## src/rtl/intr_ctrl_v2.sv

```systemverilog
// rtl/intr_ctrl_v2.sv - APB-programmable prioritised interrupt controller
// Per-source priority/enable/mode/pending with a grant held until acknowledged.
module intr_ctrl_v2 #(
  parameter int NUM_INTR = 16,
  parameter int PRIO_W   = 4,
  parameter int ID_W     = $clog2(NUM_INTR),
  parameter int ADDR_W   = $clog2(NUM_INTR + 4)
) (
  input  logic                pclk_i,
  input  logic                prst_i,
  input  logic [ADDR_W-1:0]   paddr_i,
  input  logic [31:0]         pwdata_i,
  input  logic                pwrite_i,
  input  logic                psel_i,
  input  logic                penable_i,
  output logic [31:0]         prdata_o,
  output logic                pready_o,
  output logic                pslverr_o,
  input  logic [NUM_INTR-1:0] intr_active_i,
  output logic [ID_W-1:0]     intr_to_service_o,
  output logic                intr_valid_o,
  input  logic                intr_serviced_i
);

  localparam logic [31:0] A_ENABLE  = 32'(NUM_INTR);
  localparam logic [31:0] A_MODE    = 32'(NUM_INTR + 1);
  localparam logic [31:0] A_PENDING = 32'(NUM_INTR + 2);
  localparam logic [31:0] A_STATUS  = 32'(NUM_INTR + 3);

  typedef enum logic [1:0] {ST_IDLE, ST_ARB, ST_WAIT} state_e;

  state_e              state_q, state_d;
  logic [PRIO_W-1:0]   prio_q [NUM_INTR];
  logic [PRIO_W-1:0]   prio_d [NUM_INTR];
  logic [NUM_INTR-1:0] enable_q, enable_d;
  logic [NUM_INTR-1:0] mode_q, mode_d;
  logic [NUM_INTR-1:0] pending_q, pending_d;
  logic [NUM_INTR-1:0] hist_q;
  logic [ID_W-1:0]     grant_id_q, grant_id_d;
  logic                grant_vld_q, grant_vld_d;

  logic [31:0]         addr_w;
  logic                access, unmapped, wr_en;
  logic [NUM_INTR-1:0] eligible, w1c_mask, ack_mask;
  logic [ID_W-1:0]     win_id;
  logic [PRIO_W-1:0]   win_prio;
  logic                win_any;
  logic                unused_wdata;

  assign addr_w       = 32'(paddr_i);
  assign access       = psel_i & penable_i;
  assign unmapped     = addr_w > A_STATUS;
  assign wr_en        = access & pwrite_i & ~unmapped;
  assign pready_o     = access;
  assign pslverr_o    = access & unmapped;
  assign unused_wdata = ^pwdata_i;

  assign intr_valid_o      = grant_vld_q;
  assign intr_to_service_o = grant_id_q;

  always_comb begin
    prdata_o = '0;
    if (access && !unmapped) begin
      if (addr_w < A_ENABLE)        prdata_o = 32'(prio_q[addr_w[ID_W-1:0]]);
      else if (addr_w == A_ENABLE)  prdata_o = 32'(enable_q);
      else if (addr_w == A_MODE)    prdata_o = 32'(mode_q);
      else if (addr_w == A_PENDING) prdata_o = 32'(pending_q);
      else begin
        prdata_o     = 32'(grant_id_q);
        prdata_o[31] = grant_vld_q;
      end
    end
  end

  always_comb begin
    prio_d   = prio_q;
    enable_d = enable_q;
    mode_d   = mode_q;
    w1c_mask = '0;
    if (wr_en) begin
      if (addr_w < A_ENABLE)        prio_d[addr_w[ID_W-1:0]] = pwdata_i[PRIO_W-1:0];
      else if (addr_w == A_ENABLE)  enable_d = pwdata_i[NUM_INTR-1:0];
      else if (addr_w == A_MODE)    mode_d   = pwdata_i[NUM_INTR-1:0];
      else if (addr_w == A_PENDING) w1c_mask = pwdata_i[NUM_INTR-1:0] & mode_q;
    end
  end

  // Edge sources: a new rising edge outranks any clear in the same cycle.
  always_comb begin
    ack_mask = '0;
    if (state_q == ST_WAIT && intr_serviced_i) ack_mask[grant_id_q] = 1'b1;
    pending_d = (~mode_q & intr_active_i) |
                (mode_q & ((pending_q & ~(w1c_mask | ack_mask)) | (intr_active_i & ~hist_q)));
  end

  // Ascending scan with strict compare keeps the lowest index on equal priority.
  always_comb begin
    win_any  = 1'b0;
    win_id   = '0;
    win_prio = '0;
    for (int n = 0; n < NUM_INTR; n++) begin
      eligible[n] = pending_q[n] & enable_q[n] & (prio_q[n] != '0);
      if (eligible[n] && prio_q[n] > win_prio) begin
        win_any  = 1'b1;
        win_prio = prio_q[n];
        win_id   = ID_W'(n);
      end
    end
  end

  always_comb begin
    state_d     = state_q;
    grant_id_d  = grant_id_q;
    grant_vld_d = grant_vld_q;
    case (state_q)
      ST_IDLE: if (|eligible) state_d = ST_ARB;
      ST_ARB: begin
        if (win_any) begin
          grant_id_d  = win_id;
          grant_vld_d = 1'b1;
          state_d     = ST_WAIT;
        end else begin
          state_d = ST_IDLE;
        end
      end
      ST_WAIT: begin
        if (intr_serviced_i) begin
          grant_id_d  = '0;
          grant_vld_d = 1'b0;
          state_d     = ST_IDLE;
        end
      end
      default: state_d = ST_IDLE;
    endcase
  end

  always_ff @(posedge pclk_i or negedge prst_i) begin
    if (!prst_i) begin
      state_q     <= ST_IDLE;
      for (int n = 0; n < NUM_INTR; n++) prio_q[n] <= '0;
      enable_q    <= '0;
      mode_q      <= '0;
      pending_q   <= '0;
      hist_q      <= '0;
      grant_id_q  <= '0;
      grant_vld_q <= 1'b0;
    end else begin
      state_q     <= state_d;
      prio_q      <= prio_d;
      enable_q    <= enable_d;
      mode_q      <= mode_d;
      pending_q   <= pending_d;
      hist_q      <= intr_active_i;
      grant_id_q  <= grant_id_d;
      grant_vld_q <= grant_vld_d;
    end
  end

endmodule

```

## config.mk

```make
export PLATFORM = sky130hd
export DESIGN_NAME = intr_ctrl_v2
export DESIGN_NICKNAME = d
export VERILOG_FILES = /design/src/rtl/intr_ctrl_v2.sv
export SDC_FILE = /design/constraint.sdc
export NUM_CORES = 1
export LEC_CHECK = 0
export CORE_ASPECT_RATIO = 1.2
export CORE_UTILIZATION = 51
export DETAILED_ROUTE_END_ITERATION = 10
export PLACE_DENSITY = 0.73
export SYNTH_ARGS = -nofsm -noshare
export SYNTH_HDL_FRONTEND = slang
export SYNTH_SLANG_ARGS = --single-unit
```

## constraint.sdc

```tcl
create_clock -name pclk_i -period 30.8 [get_ports pclk_i]
set_clock_uncertainty 0.2 [all_clocks]
set_input_delay 6.16 -clock pclk_i [delete_from_list [all_inputs] [get_ports pclk_i]]
set_output_delay 6.16 -clock pclk_i [all_outputs]
set_load 0.005 [all_outputs]
```

== After elaboration in Yosys (flattened, before gate mapping) ==
Index checks and enable logic that the tools add are counted.
Word-level totals
  flip-flop bits (word level): 135
  output and inout port bits: 39
  word-level logic and storage cells: 224
Operators by class
  magnitude comparators: 22
  eq/ne operators: 8
  multiplexer cells: 75
  bitwise operators: 51
  reductions and logical operators: 45
Operator list (count)
  two-way mux 32 bit: 5
  two-way mux 4 bit: 34
  two-way mux 16 bit: 6
  bitwise AND 16 bit: 5
  bitwise mux 64 bit: 1
  nonzero test 4 bit: 16
  > comparator 4 bit: 15
  inverter 16 bit: 3
  bitwise OR 16 bit: 3
  bitwise AND 1 bit: 36
  logical AND 1 bit: 20
  two-way mux 1 bit: 20
  binary-select mux 4 bit (select 4 bit): 1
  demux 4 bit (select 4 bit): 1
  OR reduction 16 bit: 1
  equality test 5 bit (second input constant): 3
  one-hot mux 4 bit (2 select lines): 1
  two-way mux 2 bit: 3
  != test 2 bit (second input constant): 3
  one-hot mux 2 bit (3 select lines): 1
  AND reduction 3 bit: 2
  greater-or-equal comparator 5 bit (second input constant): 1
  > comparator 5 bit (second input constant): 1
  < comparator 4 x 5 -> 1 bit (second input constant): 1
  other kinds (15): 18

== Depth between registers and ports, before layout ==
Gate-level depths: netlist (run 1).
  depth in word-level cells: 51
  mapped depth: 123
  depth with buffers taken out: 121

== Least setup slack after synthesis (run 1) ==
Ideal clock, no wire load.
  kind: reg2reg
  start point: reg pending_q[0]
  end point: reg grant_id_q[0] (netlist: intr_to_service_o[0])
  library setup time: 0.125 ns
  data arrival time: 21.900 ns
  data required time: 30.475 ns
  setup slack: 8.575 ns
  cell stages (with the launch flop): 108
  path through: dfrtp_1 and3_1 inv_1 ha_1 and4_1 a211oi_1 nand2_1 o21ai_0 inv_1 ha_1 a21o_1 nand2_1 a221oi_2 a311oi_4 nor3_4 mux2_2 inv_1 ha_1 (+72 left out) a211oi_1 a31oi_1 o21ai_1 o211ai_4 mux2i_1 ha_1 nand3_1 o22ai_1 o221a_2 mux2_2 ha_1 a21oi_1 o22ai_1 o221ai_1 nand2b_1 nor4_1 a311oi_4 mux2_4
Between the ends
  word-level cells in the longest chain between the ends: 51
  elaborated cells on any way between the ends: 83
RTL lines
  start: declaration: line 37  | logic [NUM_INTR-1:0] pending_q, pending_d;
  start signal: assignment: line 152  | pending_q <= pending_d;
  bitwise AND 1 bit (*) (2 in a row): line 102  | eligible[n] = pending_q[n] & enable_q[n] & (prio_q[n] != '0);
  logical AND 1 bit (*): line 103  | if (eligible[n] && prio_q[n] > win_prio) begin
  two-way mux 4 bit: line 103
  > comparator 4 bit: line 103
  logical AND 1 bit: line 103
  two-way mux 4 bit: line 103
  > comparator 4 bit: line 103
  logical AND 1 bit: line 103
  (+34 left out)
  > comparator 4 bit: line 103
  logical AND 1 bit: line 103
  two-way mux 4 bit: line 103
  > comparator 4 bit: line 103
  logical AND 1 bit: line 103
  two-way mux 4 bit / two-way mux 1 bit (equally long branches): line 103
  two-way mux 4 bit / != test 2 bit (equally long branches)
  one-hot mux 4 bit (2 select lines) / AND reduction 3 bit (equally long branches)
  end signal: assignment: line 154  | grant_id_q <= grant_id_d;
  end: declaration: line 39  | logic [ID_W-1:0] grant_id_q, grant_id_d;
Every way passes the cells marked *; elsewhere a longest branch is shown, timed or not. The select of a mux whose other input is x is not followed.
A chain may end at the register's enable or synchronous reset.

== Final worst setup path (run 1) ==
Ends and elaborated chain as after synthesis.

==> results.toml, run 1 <==
[cells_and_area]
diodes = 0
stdcell_count = 1334
drive_gt1_share_pct = 16.5
nets = 1170
area_growth_pct = 14.8
final_area_sq_um = 11100

[synth]
synth_area_leader_cell = "dfrtp_1"
synth_edf_count = 0
synthCells = 1016
synth_flop_cell = "dfrtp_1"
async_flop_share_pct = 100
synth_area_leaders = "dfrtp_1 (35%), mux2_2 (10%), ha_1 (5.4%)"
synthesis.area_sq_um = 9650
synth_warnings = 0
syn_area_per_cell_sq_um = 9.49
ys_seq_area_share_pct = 35.0
ys_ff_latch = 135
synth_cell_type_count = 89
synth_top_area_share_pct = 35.0

[worst_setup_path]
worst-path-buf-inv = 8
crit_fanout = 10
required_ns = 30.91
ff2ff_path_depth = 104
crit_arrival_ns = 25.49
slowest_stage = "dfrtp_1"
critPathMaxStageDelay_ns = 0.53
critical-path-top-delay-family = "compound AO/OA/AOI/OAI gates"
worst-path-stages = 104
worst_setup_path_end_kind = "flip-flop"
path_class = "reg2reg"
cp_common_cell = "ha_1"
start_kind = "flip-flop"

[routing]
wl_per_cell_microns = 20.8
ant_nets = 0
vias_per_cell = 6.25
vias = 8336
drc_errors = 0
drt_iter0_markers = 851
drt-pass1-iter-count = 7
wl_microns = 27800

[floorplan]
die_area_sq_um = 19500
die_x_microns = 128
core_area_sq_um = 18400
start_util_pct = 52.5
io_pins = 98
std_cell_rows = 54
die_y_microns = 153

[global_routing]
grt_max_degree = 71
grtUsageTotal_pct = 29.5
grt_pass1_wl_microns = 43800
antenna_found_initial = 0
grt_pass1_vias = 8031
grt_overflow = 0

[worst_hold_path]
hold_path_class = "reg2reg"
holdPathStages = 1

[timing]
finalCritPeriodShare_pct = 82.4
hold-worst-slack_ns = 0.238
fmax_mhz = 39.4
rsz0062_at_grt = "false"
setup_viol = 0
fin_tns_setup_ns = 0
fin_crit_ns = 25.38
hold_viol = 0
drv_slew = 0
relSlewSlack_pct = 29.8
tightest_slew_ns = 1.05

[power_and_ir_drop]
power_leakage_nw = 4.77
p_int_uw = 390
power.switching_uw = 196
swShare_pct = 33.4
finalPower_uw = 585
power_per_cell_area_nw_per_um2 = 52.8
ir_drop_uv = 48.7
p_comb_share_pct = 25.9
pwr-share-seq_pct = 37.9
clkPwrFrac_pct = 36.2

[run]
drv_cap = 0

[cts]
cts_buffers = 17
post_cts_buffers = 0
clock_sinks = 135
clock_latency_ns = 0.43
cts.clk_slew.worst_paths_ns = 0.06
cts_tree = "built"
root_buffer = "clkbuf_16"
clockBufferDepth = 2
cts_resized = 0
htreeDepth = 4
cts_hold_buf = 0

[placement]
post-dp-hpwl_microns = 20700
placed_area_sq_um = 10500
gp_congestion = 0.968
numPortBuffers = 66
place_inst = 1302

[status]
outcome = "finished clean"
-- synthesized netlist by cell type, types with 8 or more instances --
cell type and number:
dfrtp_1 135, nand2_1 113, mux2_2 87, inv_1 70, nor2_1 65, o21ai_0 62, a21oi_1 44, nand3_1 43
ha_1 42, clkbuf_1 30, a21o_1 25, mux4_2 20, and3_1 19, buf_4 15, mux2i_1 15, nor4_1 15
a221oi_1 14, a22oi_1 12, or4_1 11, a211oi_1 10, xnor2_1 10, o21a_1 9, a31oi_1 8, nor3_1 8
-- final timing paths --
path | from | to | slack (ns)
max | pending_q[0] | intr_to_service_o[0] | 5.42
min | state_q[0] | state_q[0] | 0.24
max reg2reg | pending_q[0] | intr_to_service_o[0] | 5.42
min reg2reg | state_q[0] | state_q[0] | 0.24
max in group asynchronous | prst_i | prio_q[56] | 23.58
min in group asynchronous | prst_i | mode_q[13] | 5.54
-- sequential cells by signal (all words and copies together) (netlist names) --
name / flops
state_q: 2
enable_q: 16
hist_q: 16
mode_q: 16
intr_to_service_o: 4
intr_valid_o: 1
prio_q: 64
pending_q: 16
-- through the flow --
step | utilization (%) | setup WS, ns
2_1_floorplan | - | 8.58
3_3_place_gp | 56.9 | 6.10
3_5_place_dp | 56.9 | 5.76
4_1_cts | 60.3 | 5.63
5_1_grt | 60.3 | 3.69
6_report | 60.3 | 5.42
-- layout make-up --
type | instances | area (sq um)
clock buffer | 19 | 453
tap | 252 | 315
sequential | 135 | 3380
inverter | 70 | 263
multi-input combinational | 773 | 5800
timing repair buffer | 72 | 707
clock inverter | 13 | 160
fill | 1595 | 7300
-- cells by family after synthesis --
family          count (synthesis)  synth area share [%]
buf+inv                       122                  5.43
simple gates                  313                  15.7
fa+ha+maj                      47                  5.98
compound gates                258                  19.4
flops                         135                  35.0
mux                           127                  17.2
other cells                     1                0.0389
xor+xnor                       13                  1.18
-- power groups by stage --
stage                     Clock (mW)  Sequential [mW]  Combinational (mW)
after detailed placement           0            0.224               0.149
after global placement             0            0.223               0.146
after floorplan                    0            0.210               0.111
after CTS                      0.214            0.221               0.151
final                          0.212            0.222               0.152
after global routing           0.221            0.224               0.167
-- cells in the final DEF, fill, tap and decap left out, types with 8 or more instances in the layout --
cell / Yosys / routed
or4_1: 11 / 11
mux2_2: 87 / 87
inv_1: 70 / 70
dfrtp_1: 135 / 135
nand2_1: 113 / 113
clkbuf_16: 0 / 17
a21o_1: 25 / 25
conb_1: 1 / 15
o21a_1: 9 / 9
a211oi_1: 10 / 10
a22oi_1: 12 / 12
a21oi_1: 44 / 44
a31oi_1: 8 / 8
o21ai_0: 62 / 62
and3_1: 19 / 19
nand3_1: 43 / 43
mux4_2: 20 / 20
ha_1: 42 / 42
xnor2_1: 10 / 10
nor4_1: 15 / 15
a221oi_1: 14 / 14
nor2_1: 65 / 65
nor3_1: 8 / 8
mux2i_1: 15 / 15
clkdlybuf4s50_1: 0 / 65
-- layer usage --
layer	track usage, %	share of wire, %
met1	38.2	41
met2	49.2	50
met3	4.56	6.9
met4	12.0	2.9
met5	0	0
(Power assumes the default switching activity.)
==> run 2: changes to the inputs <==
PLACE_DENSITY = 0.76   (was 0.73)
clock period = 22.3 ns   (was 30.8 ns; I/O delays follow)
==> run 2 against run 1 <==
Final cell count is 5.8% higher. First-iteration DRC count is 6.7% higher. Wire length is 8.7% higher. Highest routed layer unchanged. Core utilization is 5.4 points higher.
==> results.toml, run 2 (synthesized netlist as in run 1, its figures left out) <==
[status]
outcome = "finished clean"

[timing]
finalCritPeriodShare_pct = 97.0
tightest_slew_ns = 1.18
setup_slack_ns = 0.663
fmax_mhz = 46.2
relSlewSlack_pct = 21.3
hold_viol = 0
fin_crit_ns = 21.64
hold-worst-slack_ns = 0.239
drv_slew = 0
setup_viol = 0
fin_tns_setup_ns = 0

[worst_hold_path]
hold_path_class = "reg2reg"
hold_start = "state_q[0]"
holdPathEnd = "state_q[0]"
holdPathStages = 1

[cells_and_area]
final_area_sq_um = 12100
diodes = 0
final_common_cell = "dfrtp_1"
layout_common_cells = "dfrtp_1 (133), nand2_1 (111), mux2_2 (81), buf_4 (79), inv_1 (66)"
top_register = "prio_q"
area_growth_pct = 25.1
drive_gt1_share_pct = 27.8
nets = 1248
largest_reg_flops = 64

[power_and_ir_drop]
power_per_cell_area_nw_per_um2 = 70.1
p_comb_share_pct = 31.0
pwr-share-seq_pct = 36.2
finalPower_uw = 846
ir_drop_uv = 62.1
clkPwrFrac_pct = 32.8
power_leakage_nw = 5.18
p_int_uw = 545
power.switching_uw = 302
swShare_pct = 35.7

[global_routing]
grtUsageTotal_pct = 30.9
grt_pass1_wl_microns = 46400
grtUsageMet3_pct = 5.09
grt_pass1_vias = 8654
grt_busiest_layer = "met2"
grt_overflow = 0
grt.met2_usage_pct = 51.7
antenna_found_initial = 0
grt_max_degree = 69
gr-usage-met1_pct = 38.7

[worst_setup_path]
critPathMaxStageDelay_ns = 0.51
r2r_slack_ns = 0.66
worst-path-buf-inv = 18
path_class = "reg2reg"
required_ns = 22.45
start_kind = "flip-flop"
cp_common_cell = "ha_1"
crit_arrival_ns = 21.79
crit_fanout = 7
r2r_end = "intr_to_service_o[2]"
ff2ff_path_depth = 112
critical-path-top-delay-family = "compound AO/OA/AOI/OAI gates"
slowest_stage = "or4_1"
r2r-start = "pending_q[0]"
worst-path-stages = 112
worst_setup_path_end_kind = "flip-flop"

[cts]
cts.clk_slew.worst_paths_ns = 0.07
clockBufferDepth = 2
htreeDepth = 4
cts_buffers = 17
cts_tree = "built"
root_buffer = "clkbuf_16"
clock_latency_ns = 0.44
clock_sinks = 135
cts_hold_buf = 0

[routing]
wl_per_cell_microns = 21.4
vias_per_cell = 6.43
drt_iter0_markers = 908
ant_nets = 0
wl_microns = 30200
drc_errors = 0
vias = 9079
drt-pass1-iter-count = 5

[placement]
pre_cts_slack_ns = -0.417
numPortBuffers = 66
placed_area_sq_um = 10900
gp_congestion = 0.961
post-dp-hpwl_microns = 20900

[floorplan]
core_area_sq_um = 18400
die_y_microns = 153
io_pins = 98
std_cell_rows = 54
die_x_microns = 128
start_util_pct = 52.5
die_area_sq_um = 19500

[run]
drv_cap = 0
==> run 2: cell count changes in the layout (fill, tap and decap cells not counted), moves of 6 or more <==
cell,previous run,this run
buf_4,6,79
ha_4,0,10
a21oi_2,0,7
ha_1,42,30
mux2_2,87,81
mux2_4,2,8
o21ai_2,0,9
o21ai_0,62,52
a21oi_1,44,36
==> run 2: power groups by stage <==
stage | Combinational, mW | Clock, mW | Sequential (mW)
2_1_floorplan | 0.154 | 0 | 0.290
3_3_place_gp | 0.220 | 0 | 0.307
3_5_place_dp | 0.226 | 0 | 0.307
4_1_cts | 0.233 | 0.277 | 0.303
5_1_grt | 0.283 | 0.290 | 0.309
6_report | 0.263 | 0.277 | 0.307
==> run 2: worst max path at each step <==
stage	endpoint	slack [ns]	from
floorplan	intr_to_service_o[0]	0.08	pending_q[0]
global placement	intr_valid_o	-0.08	pending_q[0]
detailed placement	intr_valid_o	-0.42	pending_q[0]
CTS	intr_to_service_o[2]	0.01	pending_q[0]
global route	intr_to_service_o[2]	-0.45	enable_q[0]
finish	intr_to_service_o[2]	0.66	pending_q[0]
==> run 2: routing by layer <==
metal,up-vias,wire [microns]
li1,4016,-
met1,4456,11700
met2,496,15000
met3,111,2220
met4,0,1320
met5,-,0
==> run 2: cell type report <==
type	count	area, sq um
clock inverters	14	145
multi-input cells	773	6230
inverters	70	263
well taps	252	315
clock buffers	18	429
fillers	1413	6300
flip-flops and latches	135	3380
repair buffers	150	1310
==> run 2: worst register-to-register path, delay by kind of cell (launching register included) <==
| kind | cells | cell delay [ns] |
|---|---|---|
| multiplexers | 12 | 3.58 |
| buffers and inverters | 18 | 2.08 |
| AND/OR/NAND/NOR | 22 | 3.25 |
| flip-flops | 1 | 0.45 |
| AO/OA/AOI/OAI | 43 | 7.64 |
| adder cells (fa/ha/maj) | 17 | 4.38 |
==> run 2: timing repair <==
item / 4_1_cts / 5_1_grt
setup endpoints to repair: 6 / 6
buffers inserted: 5 / 13
pin swaps: 7 / 38
resized for setup: 23 / 74
==> run 2: stage by stage <==
step | util (%) | instances
6_report | 65.7 | 1412
5_1_grt | 65.7 | 1412
4_1_cts | 63.1 | 1399
3_5_place_dp | 59.4 | 1362
3_3_place_gp | 59.4 | 1362
2_1_floorplan | - | 1030
